$ cat src/rtl/dcache_pkg.sv
// Purpose: shared types and constants for the data-cache line-transfer controller.
// Latency: n/a (types, constants and elaboration-time helpers only).
// Backpressure: n/a.
package dcache_pkg;

    typedef enum logic [3:0] {
        S_IDLE,
        S_WB_CMD,
        S_WB_ADDR,
        S_WB_DATA,
        S_WB_GAP,
        S_RD_CMD,
        S_RD_ADDR,
        S_RD_DUMMY,
        S_RD_DATA,
        S_DONE
    } state_t;

    localparam logic [3:0] CMD_WRITE = 4'h2;
    localparam logic [3:0] CMD_READ  = 4'hB;

    // Address nibbles sent per command: the byte address rounded up to whole nibbles.
    function automatic int addr_nibs(input int pa);
        return (pa + 3) / 4;
    endfunction

endpackage

$ cat src/rtl/dcache_mem_if.sv
// Purpose: bundle of cache-side and serial-memory-side signals of the line-transfer controller.
// Ports: cache lookup/victim inputs, fill/drain strobes, stall, and the 4-bit memory bus (qcs/qout/qoe/qin).
// Modports: master = cache + memory environment, slave = controller.
interface dcache_mem_if #(
    parameter int LINE_LENGTH = 4,
    parameter int PA          = 22
);
    localparam int LA_W = PA - $clog2(LINE_LENGTH);

    logic            req;
    logic            fault;
    logic [LA_W-1:0] paddr_line;
    logic            hit;
    logic            push;
    logic            pull;
    logic [LA_W-1:0] tag;
    logic [3:0]      dwrite;
    logic [3:0]      dread;
    logic            wstrobe_d;
    logic            rstrobe_d;
    logic            stall;
    logic            qcs;
    logic [3:0]      qout;
    logic            qoe;
    logic [3:0]      qin;

    modport master (
        output req, fault, paddr_line, hit, push, pull, tag, dwrite, qin,
        input  dread, wstrobe_d, rstrobe_d, stall, qcs, qout, qoe
    );

    modport slave (
        input  req, fault, paddr_line, hit, push, pull, tag, dwrite, qin,
        output dread, wstrobe_d, rstrobe_d, stall, qcs, qout, qoe
    );

endinterface

$ cat src/rtl/dcache_mem.sv
// Purpose: on a cache miss, stall the core, write back a dirty victim and fill the line over a 4-bit serial memory bus.
// Latency: clean miss 21 cycles from miss to stall release; dirty miss adds 16 cycles.
// Backpressure: none on the memory bus (fixed timing); the CPU is held via combinational stall.
module dcache_mem
    import dcache_pkg::*;
#(
    parameter int LINE_LENGTH = 4,
    parameter int PA          = 22,
    parameter int RD_DUMMY    = 4
) (
    input  logic         clk,
    input  logic         reset,
    dcache_mem_if.slave  bus
);

    localparam int OFF_W     = $clog2(LINE_LENGTH);
    localparam int LA_W      = PA - OFF_W;
    localparam int ADDR_NIBS = addr_nibs(PA);
    localparam int AW        = 4 * ADDR_NIBS;
    localparam int LINE_NIBS = 2 * LINE_LENGTH;
    localparam int MAX_AD    = (ADDR_NIBS > RD_DUMMY) ? ADDR_NIBS : RD_DUMMY;
    localparam int CNT_MAX   = (MAX_AD > LINE_NIBS) ? MAX_AD : LINE_NIBS;
    localparam int CW        = $clog2(CNT_MAX + 1);

    state_t          state_q, state_d;
    logic [CW-1:0]   cnt_q, cnt_d;
    logic [AW-1:0]   addr_q, addr_d;
    logic [LA_W-1:0] fill_q, fill_d;

    logic miss;
    logic last;

    // Line address -> zero-extended byte address as sent on the wire.
    function automatic logic [AW-1:0] byte_addr(input logic [LA_W-1:0] la);
        logic [AW-1:0] r;
        r         = '0;
        r[PA-1:0] = {la, {OFF_W{1'b0}}};
        return r;
    endfunction

    // Dwell time of each state, loaded into the counter on entry.
    function automatic logic [CW-1:0] dwell(input state_t s);
        case (s)
            S_WB_ADDR, S_RD_ADDR: return CW'(ADDR_NIBS);
            S_RD_DUMMY:           return CW'(RD_DUMMY);
            S_WB_DATA, S_RD_DATA: return CW'(LINE_NIBS);
            S_IDLE:               return '0;
            default:              return CW'(1);
        endcase
    endfunction

    assign miss = bus.req && bus.pull && !bus.fault;
    assign last = (cnt_q == CW'(1));

    always_comb begin
        state_d = state_q;
        cnt_d   = (cnt_q != '0) ? cnt_q - CW'(1) : '0;
        addr_d  = addr_q;
        fill_d  = fill_q;

        case (state_q)
            S_IDLE: begin
                if (miss) begin
                    fill_d = bus.paddr_line;
                    if (bus.push) begin
                        addr_d  = byte_addr(bus.tag);
                        state_d = S_WB_CMD;
                    end else begin
                        addr_d  = byte_addr(bus.paddr_line);
                        state_d = S_RD_CMD;
                    end
                end
            end
            S_WB_CMD:   if (last) state_d = S_WB_ADDR;
            S_WB_ADDR: begin
                addr_d = addr_q << 4;
                if (last) state_d = S_WB_DATA;
            end
            S_WB_DATA:  if (last) state_d = S_WB_GAP;
            S_WB_GAP: begin
                // Victim address has been shifted out; reload with the fill line.
                if (last) begin
                    addr_d  = byte_addr(fill_q);
                    state_d = S_RD_CMD;
                end
            end
            S_RD_CMD:   if (last) state_d = S_RD_ADDR;
            S_RD_ADDR: begin
                addr_d = addr_q << 4;
                if (last) state_d = S_RD_DUMMY;
            end
            S_RD_DUMMY: if (last) state_d = S_RD_DATA;
            S_RD_DATA:  if (last) state_d = S_DONE;
            S_DONE:     state_d = S_IDLE;
            default:    state_d = S_IDLE;
        endcase

        if (state_d != state_q) cnt_d = dwell(state_d);
    end

    always_ff @(posedge clk or negedge reset) begin
        if (!reset) begin
            state_q <= S_IDLE;
            cnt_q   <= '0;
            addr_q  <= '0;
            fill_q  <= '0;
        end else begin
            state_q <= state_d;
            cnt_q   <= cnt_d;
            addr_q  <= addr_d;
            fill_q  <= fill_d;
        end
    end

    // Outputs decode directly from state so an async reset silences them at once.
    always_comb begin
        bus.qcs       = 1'b1;
        bus.qoe       = 1'b0;
        bus.qout      = 4'h0;
        bus.rstrobe_d = 1'b0;
        bus.wstrobe_d = 1'b0;
        bus.dread     = 4'h0;
        case (state_q)
            S_IDLE, S_WB_GAP, S_DONE: bus.qcs = 1'b0;
            S_WB_CMD: begin
                bus.qoe  = 1'b1;
                bus.qout = CMD_WRITE;
            end
            S_RD_CMD: begin
                bus.qoe  = 1'b1;
                bus.qout = CMD_READ;
            end
            S_WB_ADDR, S_RD_ADDR: begin
                bus.qoe  = 1'b1;
                bus.qout = addr_q[AW-1 -: 4];
            end
            S_WB_DATA: begin
                bus.qoe       = 1'b1;
                bus.qout      = bus.dwrite;
                bus.rstrobe_d = 1'b1;
            end
            S_RD_DATA: begin
                bus.wstrobe_d = 1'b1;
                bus.dread     = bus.qin;
            end
            default: ;
        endcase
        bus.stall = (state_q != S_IDLE) || miss;
    end

endmodule

$ cat src/flat_wrapper.sv
// flat-port wrapper written by rule: the top's interface ports become plain ports
module dcache_mem_flat import dcache_pkg::*;
#(
    parameter int LINE_LENGTH = 4,
    parameter int PA          = 22,
    parameter int RD_DUMMY    = 4
)
  (clk, reset, bus_req, bus_fault, bus_paddr_line, bus_hit, bus_push, bus_pull, bus_tag, bus_dwrite, bus_qin, bus_dread, bus_wstrobe_d, bus_rstrobe_d, bus_stall, bus_qcs, bus_qout, bus_qoe);
  dcache_mem_if #(.LINE_LENGTH(LINE_LENGTH), .PA(PA)) bus_i ();
  input  logic clk;
  input  logic reset;
  input wire logic [$bits(bus_i.req)-1:0] bus_req;
  input wire logic [$bits(bus_i.fault)-1:0] bus_fault;
  input wire logic [$bits(bus_i.paddr_line)-1:0] bus_paddr_line;
  input wire logic [$bits(bus_i.hit)-1:0] bus_hit;
  input wire logic [$bits(bus_i.push)-1:0] bus_push;
  input wire logic [$bits(bus_i.pull)-1:0] bus_pull;
  input wire logic [$bits(bus_i.tag)-1:0] bus_tag;
  input wire logic [$bits(bus_i.dwrite)-1:0] bus_dwrite;
  input wire logic [$bits(bus_i.qin)-1:0] bus_qin;
  output wire logic [$bits(bus_i.dread)-1:0] bus_dread;
  output wire logic [$bits(bus_i.wstrobe_d)-1:0] bus_wstrobe_d;
  output wire logic [$bits(bus_i.rstrobe_d)-1:0] bus_rstrobe_d;
  output wire logic [$bits(bus_i.stall)-1:0] bus_stall;
  output wire logic [$bits(bus_i.qcs)-1:0] bus_qcs;
  output wire logic [$bits(bus_i.qout)-1:0] bus_qout;
  output wire logic [$bits(bus_i.qoe)-1:0] bus_qoe;
  assign bus_i.req = bus_req;
  assign bus_i.fault = bus_fault;
  assign bus_i.paddr_line = bus_paddr_line;
  assign bus_i.hit = bus_hit;
  assign bus_i.push = bus_push;
  assign bus_i.pull = bus_pull;
  assign bus_i.tag = bus_tag;
  assign bus_i.dwrite = bus_dwrite;
  assign bus_i.qin = bus_qin;
  assign bus_dread = bus_i.dread;
  assign bus_wstrobe_d = bus_i.wstrobe_d;
  assign bus_rstrobe_d = bus_i.rstrobe_d;
  assign bus_stall = bus_i.stall;
  assign bus_qcs = bus_i.qcs;
  assign bus_qout = bus_i.qout;
  assign bus_qoe = bus_i.qoe;
  dcache_mem #(.LINE_LENGTH(LINE_LENGTH), .PA(PA), .RD_DUMMY(RD_DUMMY)) u_core (.clk(clk), .reset(reset), .bus(bus_i));
endmodule
$ cat config.mk
export PLATFORM = sky130hd
export DESIGN_NAME = dcache_mem_flat
export DESIGN_NICKNAME = d
export VERILOG_FILES = /design/src/rtl/dcache_pkg.sv /design/src/rtl/dcache_mem_if.sv /design/src/rtl/dcache_mem.sv /design/src/flat_wrapper.sv
export SDC_FILE = /design/constraint.sdc
export NUM_CORES = 1
export LEC_CHECK = 0
export CAP_MARGIN = 20
export CORE_ASPECT_RATIO = 1.5
export CORE_MARGIN = 5
export CORE_UTILIZATION = 26
export DETAILED_ROUTE_END_ITERATION = 8
export GPL_TIMING_DRIVEN = 0
export PLACE_DENSITY_LB_ADDON = 0.25
export SLEW_MARGIN = 20
export SYNTH_ARGS = -nofsm -noshare
export SYNTH_HDL_FRONTEND = slang
export SYNTH_SLANG_ARGS = --single-unit
$ cat constraint.sdc
create_clock -name clk -period 1.79 [get_ports clk]
set_input_delay 0.358 -clock clk [delete_from_list [all_inputs] [get_ports clk]]
set_output_delay 0.358 -clock clk [all_outputs]
set_load 0.005 [all_outputs]
Word level (Yosys, flattened, before mapping)
Cells that the tools add are included.
Widths: inputs -> output; s select.
{"block": "op_classes", "n_addsub": 1, "reduce_logical": 16, "mux": 24, "n_eq_ne": 18}
{"op": "$pmux 24 s3", "n": 1}
{"op": "$mux 24", "n": 2}
{"op": "$mux 4", "n": 12}
{"op": "$pmux 4 s9", "n": 1}
{"op": "$pmux 4 s4", "n": 2}
{"op": "$eq 4x3->1 const B", "n": 6}
{"op": "$mux 22", "n": 1}
{"op": "$eq 4x2->1 const B", "n": 4}
{"op": "$eq 4x4->1 const B", "n": 3}
{"op": "$eq 4x1->1 const B", "n": 2}
{"op": "$logic_not 4->1", "n": 2}
{"op": "$reduce_bool 4->1", "n": 2}
{"op": "$reduce_or 2->1", "n": 3}
{"op": "$reduce_or 5->1", "n": 1}
{"op": "$mux 1", "n": 4}
{"op": "$ne 2x1->1 const B", "n": 2}
{"op": "$ne 4x4->1", "n": 1}
{"op": "$sub 4x1->4 const B", "n": 1}
{"op": "$mux 3", "n": 1}
{"op": "$reduce_and 3->1", "n": 1}
{"op": "$reduce_bool 3->1", "n": 1}
{"op": "$reduce_or 3->1", "n": 1}
{"op": "$logic_and 1x1->1", "n": 2}
{"op": "$reduce_and 2->1", "n": 1}
{"op": "2 further kinds", "n": 2}
{"block": "word_totals", "output_inout_bits": 13, "regBits": 52, "wordCells": 63, "input_bits": 55}

Longest topological paths before layout
Gate-level depths: netlist of the first run.
{"block": "depth", "depth_word": 8, "mapped_depth": 8, "depth_no_buf": 5}

Least setup slack after synthesis of the first run
Ideal clock, no wire load.
{"block": "synth_timing", "path_type": "register -> output", "startpoint": "reg u_core.state_q[0]", "endpoint": "out bus_qout[2]", "stages_incl_launch_ff": 6, "slack_ps": 86, "path_buffers": 3, "t_arrival_ps": 1346, "required_time_ps": 1432, "path_cell_list": "dfrtp_1 -> buf_2 -> nor3b_1 -> buf_2 -> buf_2 -> a22o_1"}
{"block": "synth_between", "elab_chain_cells": 3, "elab_cells_between_ends": 7, "classes_between": "5 x eq/ne; 1 x mux; 1 x reduce/logical"}
{"element": "start, declared", "line_no": "dcache_mem.sv:25", "text": "state_t state_q, state_d;"}
{"element": "start signal, assigned", "line_no": "dcache_mem.sv:108", "text": "state_q <= state_d;"}
{"element": "$eq 4x2->1 / $eq 4x3->1 (equally long branches)", "line_no": "dcache_mem.sv:123", "text": "case (state_q)"}
{"element": "$reduce_or 2->1 (no source line)"}
{"element": "$pmux 4 s4 (*)", "line_no": "dcache_mem.sv:123"}
{"element": "end, declared", "line_no": "flat_wrapper.sv:26", "text": "output wire logic [$bits(bus_i.qout)-1:0] bus_qout;"}
Mark *: on every way between the ends. The rest lies on a longest branch, timed or not.

Final worst setup path of the first run
{"block": "layout_timing", "startpoint": "reg u_core.state_q[1]", "endpoint": "out bus_qout[2]"}
The elaborated chain is that of the path after synthesis.

==> reports/metrics.csv, run 1 <==
metric,value,unit
status,"finished, violations left",
violations,setup timing,
preCtsSetupSlack,-0.6823,ns
cp_max_fo,3,
pwr-share-comb,33.8,%
finish.utilization,41.26,%
clockBufferDepth,2,
netlist_top_cells_count,"dfrtp_1, nor2_1, mux2_2, mux2i_1, a21oi_2",
rr_startpoint,u_core.state_q[1],
worst_pin_slew,0.6550,ns
core,0.01059,mm2
place_inst,485,
htreeDepth,2,
drt-initial-drc-count,70,
cts_root_buf,clkbuf_16,
floorplan.initialDensity,26.52,%
fmax,0.5168,GHz
syn-num-nets,330,
power_per_cell_area,815.9,mW/mm2
reg2reg_depth,8,
dp_hpwl,5.609,mm
ant_nets,0,
setup_viol,28,
post_drt_wl_per_cell,16.23,um
clk_pin_slew,0.06,ns
max-vdd-ir-drop,0.3512,mV
synth_area_leaders,"dfrtp_1, mux2_2, mux2i_1, nor2_1, a21oi_2",
cp_cell_sequence,buf_6 > clkbuf_8 > nand2_2 > nor3_4 > buf_4 > a22o_1 > buf_2,
worstPathArrival,1.58,ns
die_x,94.87,um
area_growth,55.55,%
worstSetupStartpointType,flip-flop,
dieArea,0.01303,mm2
syn_avg_cell_area,10.21,um2
internal_power,0.002470,W
rsz0062_at_grt,yes,
grt_first_pass_wirelength,13.60,mm
fin_nets,438,
r2r_end,u_core.cnt_q[3],
grt_overflow,0,
p_seq_share,38.9,%
timing.final.max_slew_violations,0,
grt_max_degree,51,
cts_buffers,5,
clkSinkCount,50,
ff2ff_setup_slack,-0.14,ns
synth_most_common_cell,dfrtp_1,
diodes,0,
yosysTopAreaCell,dfrtp_1,
relSlewSlack,56.33,%
num_rows,46,
cp-end-kind,output port,
synth.yosys.seq_area_share,44.54,%
vias_per_cell,4.826,
drive_gt1_share,39.06,%
vias,2548,
ctsHoldBuffers,0,
grt_usage,13.39,%
final_design_area_no_fill,0.004369,mm2
die_h,137.3,um
yosys_warnings,0,
power.switching,0.001095,W
synth_top_area_share,44.54,%
numPortBuffers,66,
hold_path_class,in -> async,
ys.flop_type,dfrtp_1,
pin_count,68,
period_minus_slack,1.935,ns
layout_setup_ws,-0.1448,ns
place.gp.congestion,0.8098,
setup_tns,-1.386,ns
fin_skew,0.006188,ns
p_clk_share,27.2,%
layout.cells.non_filler,528,
antenna_found_initial,0,
post_synth_instance_area,0.002809,mm2
p_sw_share,30.71,%
path_class,reg -> out,
cp.required,1.43,ns
ys_ff_latch,50,
yosysUniqueCellTypes,44,
cap_violations,0,
crit_slowest_cell,dfrtp_1,
period_share,108.1,%
dr.pass1.iters,4,
leakage,1.946,nW
synth_async_sr_flop_share,100.0,%
synth_edf_count,0,
place_area,0.003647,mm2
hold_viol_final,0,
synthCells,275,
grt_pass1_vias,2781,
cpPeakStageDelay,0.41,ns
clock_latency,0.29,ns
cts_tree,built,
drc_errors,0,
drt_wl_total,8.569,mm
power groups by stage:
stage	clock network (W)	registers, W	logic [W]
after floorplan	0	0.00137	0.000627
after global placement	0	0.00140	0.000946
after detailed placement	0	0.00140	0.000958
after CTS	0.000990	0.00138	0.00116
after global routing	0.00105	0.00140	0.00132
final	0.000971	0.00139	0.00121
cell families after synthesis:
| logic type | Yosys count | synth area share, % |
|---|---|---|
| AOI/OAI and AO/OA | 71 | 18.49 |
| buffers and inverters | 28 | 5.568 |
| DFF | 50 | 44.54 |
| muxes | 40 | 15.14 |
| and+or+nand+nor | 86 | 16.26 |
critical path, delay by kind of cell, from the launching register on:
family	cells	cell delay, ns
simple gates	2	0.12
flops	1	0.41
buf+inv	4	0.53
compound gates	1	0.22
flip-flops by register name, indices dropped and copies added, names as in the netlist:
| signal | count |
|---|---|
| u_core.addr_q | 22 |
| u_core.fill_q | 20 |
| u_core.cnt_q | 4 |
| u_core.state_q | 4 |
routing by layer:
layer  share of wire, %  GRT usage (%)  vias to the layer above
li1                   -              -                     1205
met2                 54          24.68                       70
met3                5.4          2.896                       25
met4                3.2          6.019                        0
met5                  0              0                        -
met1                 38          14.36                     1248
cell type report:
cell class / count / area, um2
Multi-Input combinational cell: 197 / 1559
Buffer: 21 / 239.0
Clock inverter: 1 / 5.005
Sequential cell: 50 / 1254
Inverter: 6 / 22.52
Fill cell: 1065 / 6221
Timing Repair Buffer: 102 / 967.2
Clock buffer: 7 / 142.6
Tap cell: 144 / 180.2
stage by stage:
stage / hold WS (ns) / power (W)
2_1_floorplan: 0.06241 / 0.001995
3_3_place_gp: 0.4659 / 0.002342
3_5_place_dp: 0.4371 / 0.002359
4_1_cts: 0.1353 / 0.003528
5_1_grt: 0.1567 / 0.003768
6_report: 0.09335 / 0.003565
what timing repair did:
action	CTS	global route
resized for setup	112	35
cloned	3	0
pin swaps	18	16
hold endpoints to repair	0	0
setup endpoints to repair	59	60
setup buffers	28	8
placed cells by master (no fill, tap or decap), types with 9 or more instances in the layout:
master and n:
buf_6 27, buf_4 30, nand2_1 10, dfrtp_1 48, a221oi_1 10, clkdlybuf4s50_1 52
a21oi_2 22, mux2_2 19, mux2i_1 20, nor2_1 43, a21oi_1 9
how the worst max path moves through the flow:
stage                                  from                end  depth (start not counted)
after global placement                reset  u_core.state_q[3]                          1
final                     u_core.state_q[1]        bus_qout[2]                          7
after global routing      u_core.state_q[0]        bus_qout[3]                          8
after CTS                 u_core.state_q[1]        bus_qout[2]                          7
after floorplan           u_core.state_q[0]        bus_qout[2]                          5
after detailed placement           bus_push  u_core.addr_q[12]                          6
Note: power is estimated with default switching activity, not from simulation.
==> run 2, diff against run 1 <==
--- a/config.mk
+++ b/config.mk
@@ -11,2 +11,3 @@
 export CORE_UTILIZATION = 26
+export CTS_BUF_LIST = sky130_fd_sc_hd__clkbuf_4 sky130_fd_sc_hd__clkbuf_8
 export DETAILED_ROUTE_END_ITERATION = 8
==> constraint.sdc (replaced) <==
create_clock -name clk -period 1.9 [get_ports clk]
set_input_delay 0.38 -clock clk [delete_from_list [all_inputs] [get_ports clk]]
set_output_delay 0.38 -clock clk [all_outputs]
set_load 0.05 [all_outputs]
==> reports/metrics.csv, run 2 (synthesis results as in run 1) <==
metric,value,unit
cap_violations,0,
period_share,108.0,%
clockBufferDepth,2,
grt_overflow,0,
mostFrequentLayoutCells,"clkdlybuf4s50_1, dfrtp_1, nor2_1, buf_4, buf_6",
period_minus_slack,2.053,ns
p_sw_share,34.01,%
grt_usage,12.50,%
post_drt_wl_per_cell,15.62,um
hold_viol_final,0,
vias,2486,
floorplan.initialDensity,26.52,%
rsz0062_at_grt,yes,
dieArea,0.01303,mm2
top_regs,"u_core.addr_q x22, u_core.fill_q x20",
drc_errors,0,
clk_pin_slew,0.10,ns
power.switching,0.001083,W
timing.final.max_slew_violations,0,
internal_power,0.002100,W
clock_latency,0.31,ns
dp_hpwl,5.658,mm
top_register,u_core.addr_q,
grt_pass1_vias,2537,
nFillCells,1074,
antenna_found_initial,0,
largest_reg_flops,22,
cts_root_buf,clkbuf_8,
max-vdd-ir-drop,0.3172,mV
power_per_cell_area,739.3,mW/mm2
die_h,137.3,um
drive_gt1_share,37.40,%
drt_wl_total,8.138,mm
cp-end-kind,output port,
layout_commonest_cell,clkdlybuf4s50_1,
cp.required,1.52,ns
die_x,94.87,um
cpPeakStageDelay,0.42,ns
status,"finished, violations left",
violations,setup timing,
pwr-share-comb,37.5,%
hold_ws,0.08867,ns
worst_pin_slew,0.6760,ns
numPortBuffers,66,
place.gp.congestion,0.8029,
worstPathArrival,1.67,ns
hold_path_class,in -> async,
pin_count,68,
path_class,reg -> out,
htreeDepth,2,
grt_max_degree,51,
fmax,0.4871,GHz
vias_per_cell,4.772,
core,0.01059,mm2
area_growth,53.27,%
grt_first_pass_wirelength,12.68,mm
diodes,0,
crit_top_cell,buf_6,
crit_slowest_cell,dfrtp_1,
worstSetupStartpointType,flip-flop,
clkSinkCount,50,
num_rows,46,
p_seq_share,40.8,%
fin_nets,431,
cp_cell_sequence,buf_6 > clkbuf_16 > nand3b_1 > a21oi_4 > buf_6,
setup_viol,11,
layout_setup_ws,-0.1528,ns
fin_skew,0.006787,ns
cp_max_fo,8,
cts_tree,built,
setup_tns,-1.100,ns
relSlewSlack,54.93,%
cts_buffers,5,
leakage,1.874,nW
p_clk_share,21.7,%
finish.utilization,40.65,%
dr.pass1.iters,4,
ant_nets,0,
drt-initial-drc-count,91,
-- run 2: routing by layer --
layer  vias up  global-route usage (%)  wire, um  part of all wire [%]
met5         -                       0         0                     0
met4         0                   4.093       132                   1.6
met3        10                   2.131       353                   4.3
met2        69                   22.64      4341                    53
met1      1218                   14.75      3311                    41
li1       1189                       -         -                     -
-- run 2: repair_timing --
item | in CTS | in global routing
gates resized for setup | 130 | 38
setup endpoints to repair | 34 | 45
hold buffers | 0 | 0
pin swaps | 11 | 14
gates cloned | 0 | 1
setup buffers | 13 | 15
-- run 2: worst paths after layout --
path	to	startpoint	cells past startpoint	slack (ns)
max in group asynchronous	u_core.state_q[2]	reset	1	1.33
worst min-delay path	u_core.fill_q[4]	reset	1	0.09
worst min register to register	u_core.addr_q[23]	u_core.addr_q[19]	2	0.49
min in group clk	u_core.addr_q[23]	u_core.addr_q[19]	2	0.49
worst max-delay path	bus_qout[3]	u_core.state_q[1]	5	-0.15
worst max register to register	u_core.cnt_q[3]	u_core.state_q[3]	9	-0.02
-- run 2: metrics by stage --
step                      setup WS, ns  total power [W]  cells  area, um2
after detailed placement       -0.8606         0.002317    485       3716
after floorplan                -0.1912         0.001979    275       2878
after global placement          -1.211         0.002301    485       3719
after global routing           -0.2293         0.003365    521       4305
final                          -0.1528         0.003183    521       4305
after CTS                      -0.2009         0.003118    506       4066
-- run 2: area by class of cell --
type	count	area (um2)	area share (%)
multi-input combinational	197	1564	36.33
timing repair buffer	95	957.2	22.23
buffer	21	229.0	5.318
sequential	50	1254	29.12
clock buffer	6	82.58	1.918
tap	144	180.2	4.185
clock inverter	2	16.27	0.3778
inverter	6	22.52	0.5231
-- run 2: power groups by stage --
stage                     combinational [W]  clock, W  sequential (W)
after floorplan                    0.000687         0         0.00129
after global placement             0.000987         0         0.00131
after detailed placement           0.000997         0         0.00132
after CTS                           0.00110  0.000717         0.00130
after global routing                0.00130  0.000746         0.00132
final                               0.00119  0.000689         0.00130
-- run 2: worst max-delay path: cells and delay by family (launching register included) --
kind	cells	cell delay [ns]
and+or+nand+nor	1	0.26
DFF	1	0.42
AOI/OAI and AO/OA	1	0.21
buffers and inverters	3	0.47
==> run 3, diff against run 2 <==
SETUP_SLACK_MARGIN = 0.02   (was not set)
==> reports/metrics.csv, run 3 (synthesis results as in run 1) <==
metric,value,unit
status,"finished, violations left",
violations,setup timing,
cap_violations,0,
fin_nets,433,
dr.pass1.iters,4,
rsz0062_at_grt,yes,
cts_root_buf,clkbuf_8,
worstSetupStartpointType,flip-flop,
clk_pin_slew,0.10,ns
vias,2453,
grt_max_degree,51,
num_rows,46,
pin_count,68,
grt_pass1_vias,2647,
setup_tns,-0.7568,ns
cts_buffers,5,
cp.required,1.52,ns
numPortBuffers,66,
grt_first_pass_wirelength,13.05,mm
hold_path_class,in -> async,
worstPathArrival,1.63,ns
post_drt_wl_per_cell,15.29,um
fmax,0.4967,GHz
area_growth,54.39,%
ant_nets,0,
die_x,94.87,um
htreeDepth,2,
cts_tree,built,
leakage,1.898,nW
path_class,reg -> out,
drive_gt1_share,39.31,%
grt_usage,12.93,%
power_per_cell_area,764.8,mW/mm2
mostFrequentLayoutCells,"clkdlybuf4s50_1, dfrtp_1, nor2_1, buf_4, buf_6",
floorplan.initialDensity,26.52,%
timing.final.max_slew_violations,0,
drt_wl_total,7.997,mm
cp_max_fo,5,
finish.utilization,40.95,%
core,0.01059,mm2
drc_errors,0,
period_share,106.0,%
place.gp.congestion,0.7453,
diodes,0,
ctsHoldBuffers,0,
clock_latency,0.31,ns
dieArea,0.01303,mm2
antenna_found_initial,0,
dp_hpwl,5.667,mm
hold_viol_final,0,
layout_setup_ws,-0.1134,ns
clockBufferDepth,2,
vias_per_cell,4.690,
top_regs,"u_core.addr_q x22, u_core.fill_q x20",
grt_overflow,0,
clkSinkCount,50,
cp-end-kind,output port,
period_minus_slack,2.013,ns
top_register,u_core.addr_q,
max-vdd-ir-drop,0.3181,mV
die_h,137.3,um
setup_viol,11,
fin_skew,0.01082,ns
layout_commonest_cell,clkdlybuf4s50_1,
drt-initial-drc-count,101,
largest_reg_flops,22,
relSlewSlack,56.03,%
worst_pin_slew,0.6596,ns
## run 3: repair_timing
| action | 4_1_cts | 5_1_grt |
|---|---|---|
| pin swaps | 8 | 16 |
| setup buffers | 14 | 15 |
| setup endpoints to repair | 36 | 38 |
| gates resized for setup | 132 | 29 |
| gates cloned | 1 | 0 |
## run 3: final timing paths
path                                   start                 to  slack (ns)  depth (start not counted)
max in group asynchronous              reset  u_core.state_q[2]        1.33                          1
hold / removal                         reset   u_core.fill_q[3]        0.09                          1
hold reg to reg            u_core.addr_q[19]  u_core.addr_q[23]        0.49                          2
setup / recovery           u_core.state_q[0]            bus_qcs       -0.11                          7
min in group clk           u_core.addr_q[19]  u_core.addr_q[23]        0.49                          2
setup reg to reg           u_core.state_q[1]    u_core.cnt_q[3]        0.05                          8
## run 3: worst max-delay path, stage by stage (launching register included)
cell and delay (ns):
dfrtp_2 0.39, buf_6 0.13, buf_6 0.11, nor2b_4 0.15, buf_4 0.12, a21oi_2 0.04
or2_4 0.23, buf_8 0.15
## run 3: metal layers
layer / GRT usage (%) / vias to the layer above / part of all wire [%]
li1: - / 1204 / -
met1: 14.52 / 1180 / 40
met2: 23.89 / 59 / 54
met3: 2.131 / 10 / 4.4
met4: 5.136 / 0 / 1.9
met5: 0 / - / 0
## run 3: area by class of cell
class                      instances  area (um2)
inverter                           6       22.52
timing repair buffer              96       944.7
sequential                        50        1255
clock inverter                     3       48.80
clock buffer                       5       68.82
multi-input combinational        197        1595
tap                              144       180.2
buffer                            22       221.5
fill                            1064        6254
## run 3: stage by stage
stage | std cells | setup WS (ns) | hold slack [ns] | power, W | instance area (um2)
floorplan | 275 | -0.1912 | 0.08441 | 0.001980 | 2880
global placement | 485 | -1.195 | 0.4654 | 0.002302 | 3721
detailed placement | 485 | -0.8810 | 0.4652 | 0.002319 | 3719
CTS | 508 | -0.1581 | 0.1110 | 0.003241 | 4104
global route | 523 | -0.1773 | 0.1386 | 0.003520 | 4337
finish | 523 | -0.1134 | 0.08874 | 0.003317 | 4337
## run 3: where the power goes
part | internal, W | leakage [nW] | switching, W
Clock | 0.000401 | 0.0563 | 0.000387
Sequential | 0.00120 | 0.648 | 0.000104
Combinational | 0.000620 | 1.19 | 0.000603
Total | 0.00222 | 1.90 | 0.00109
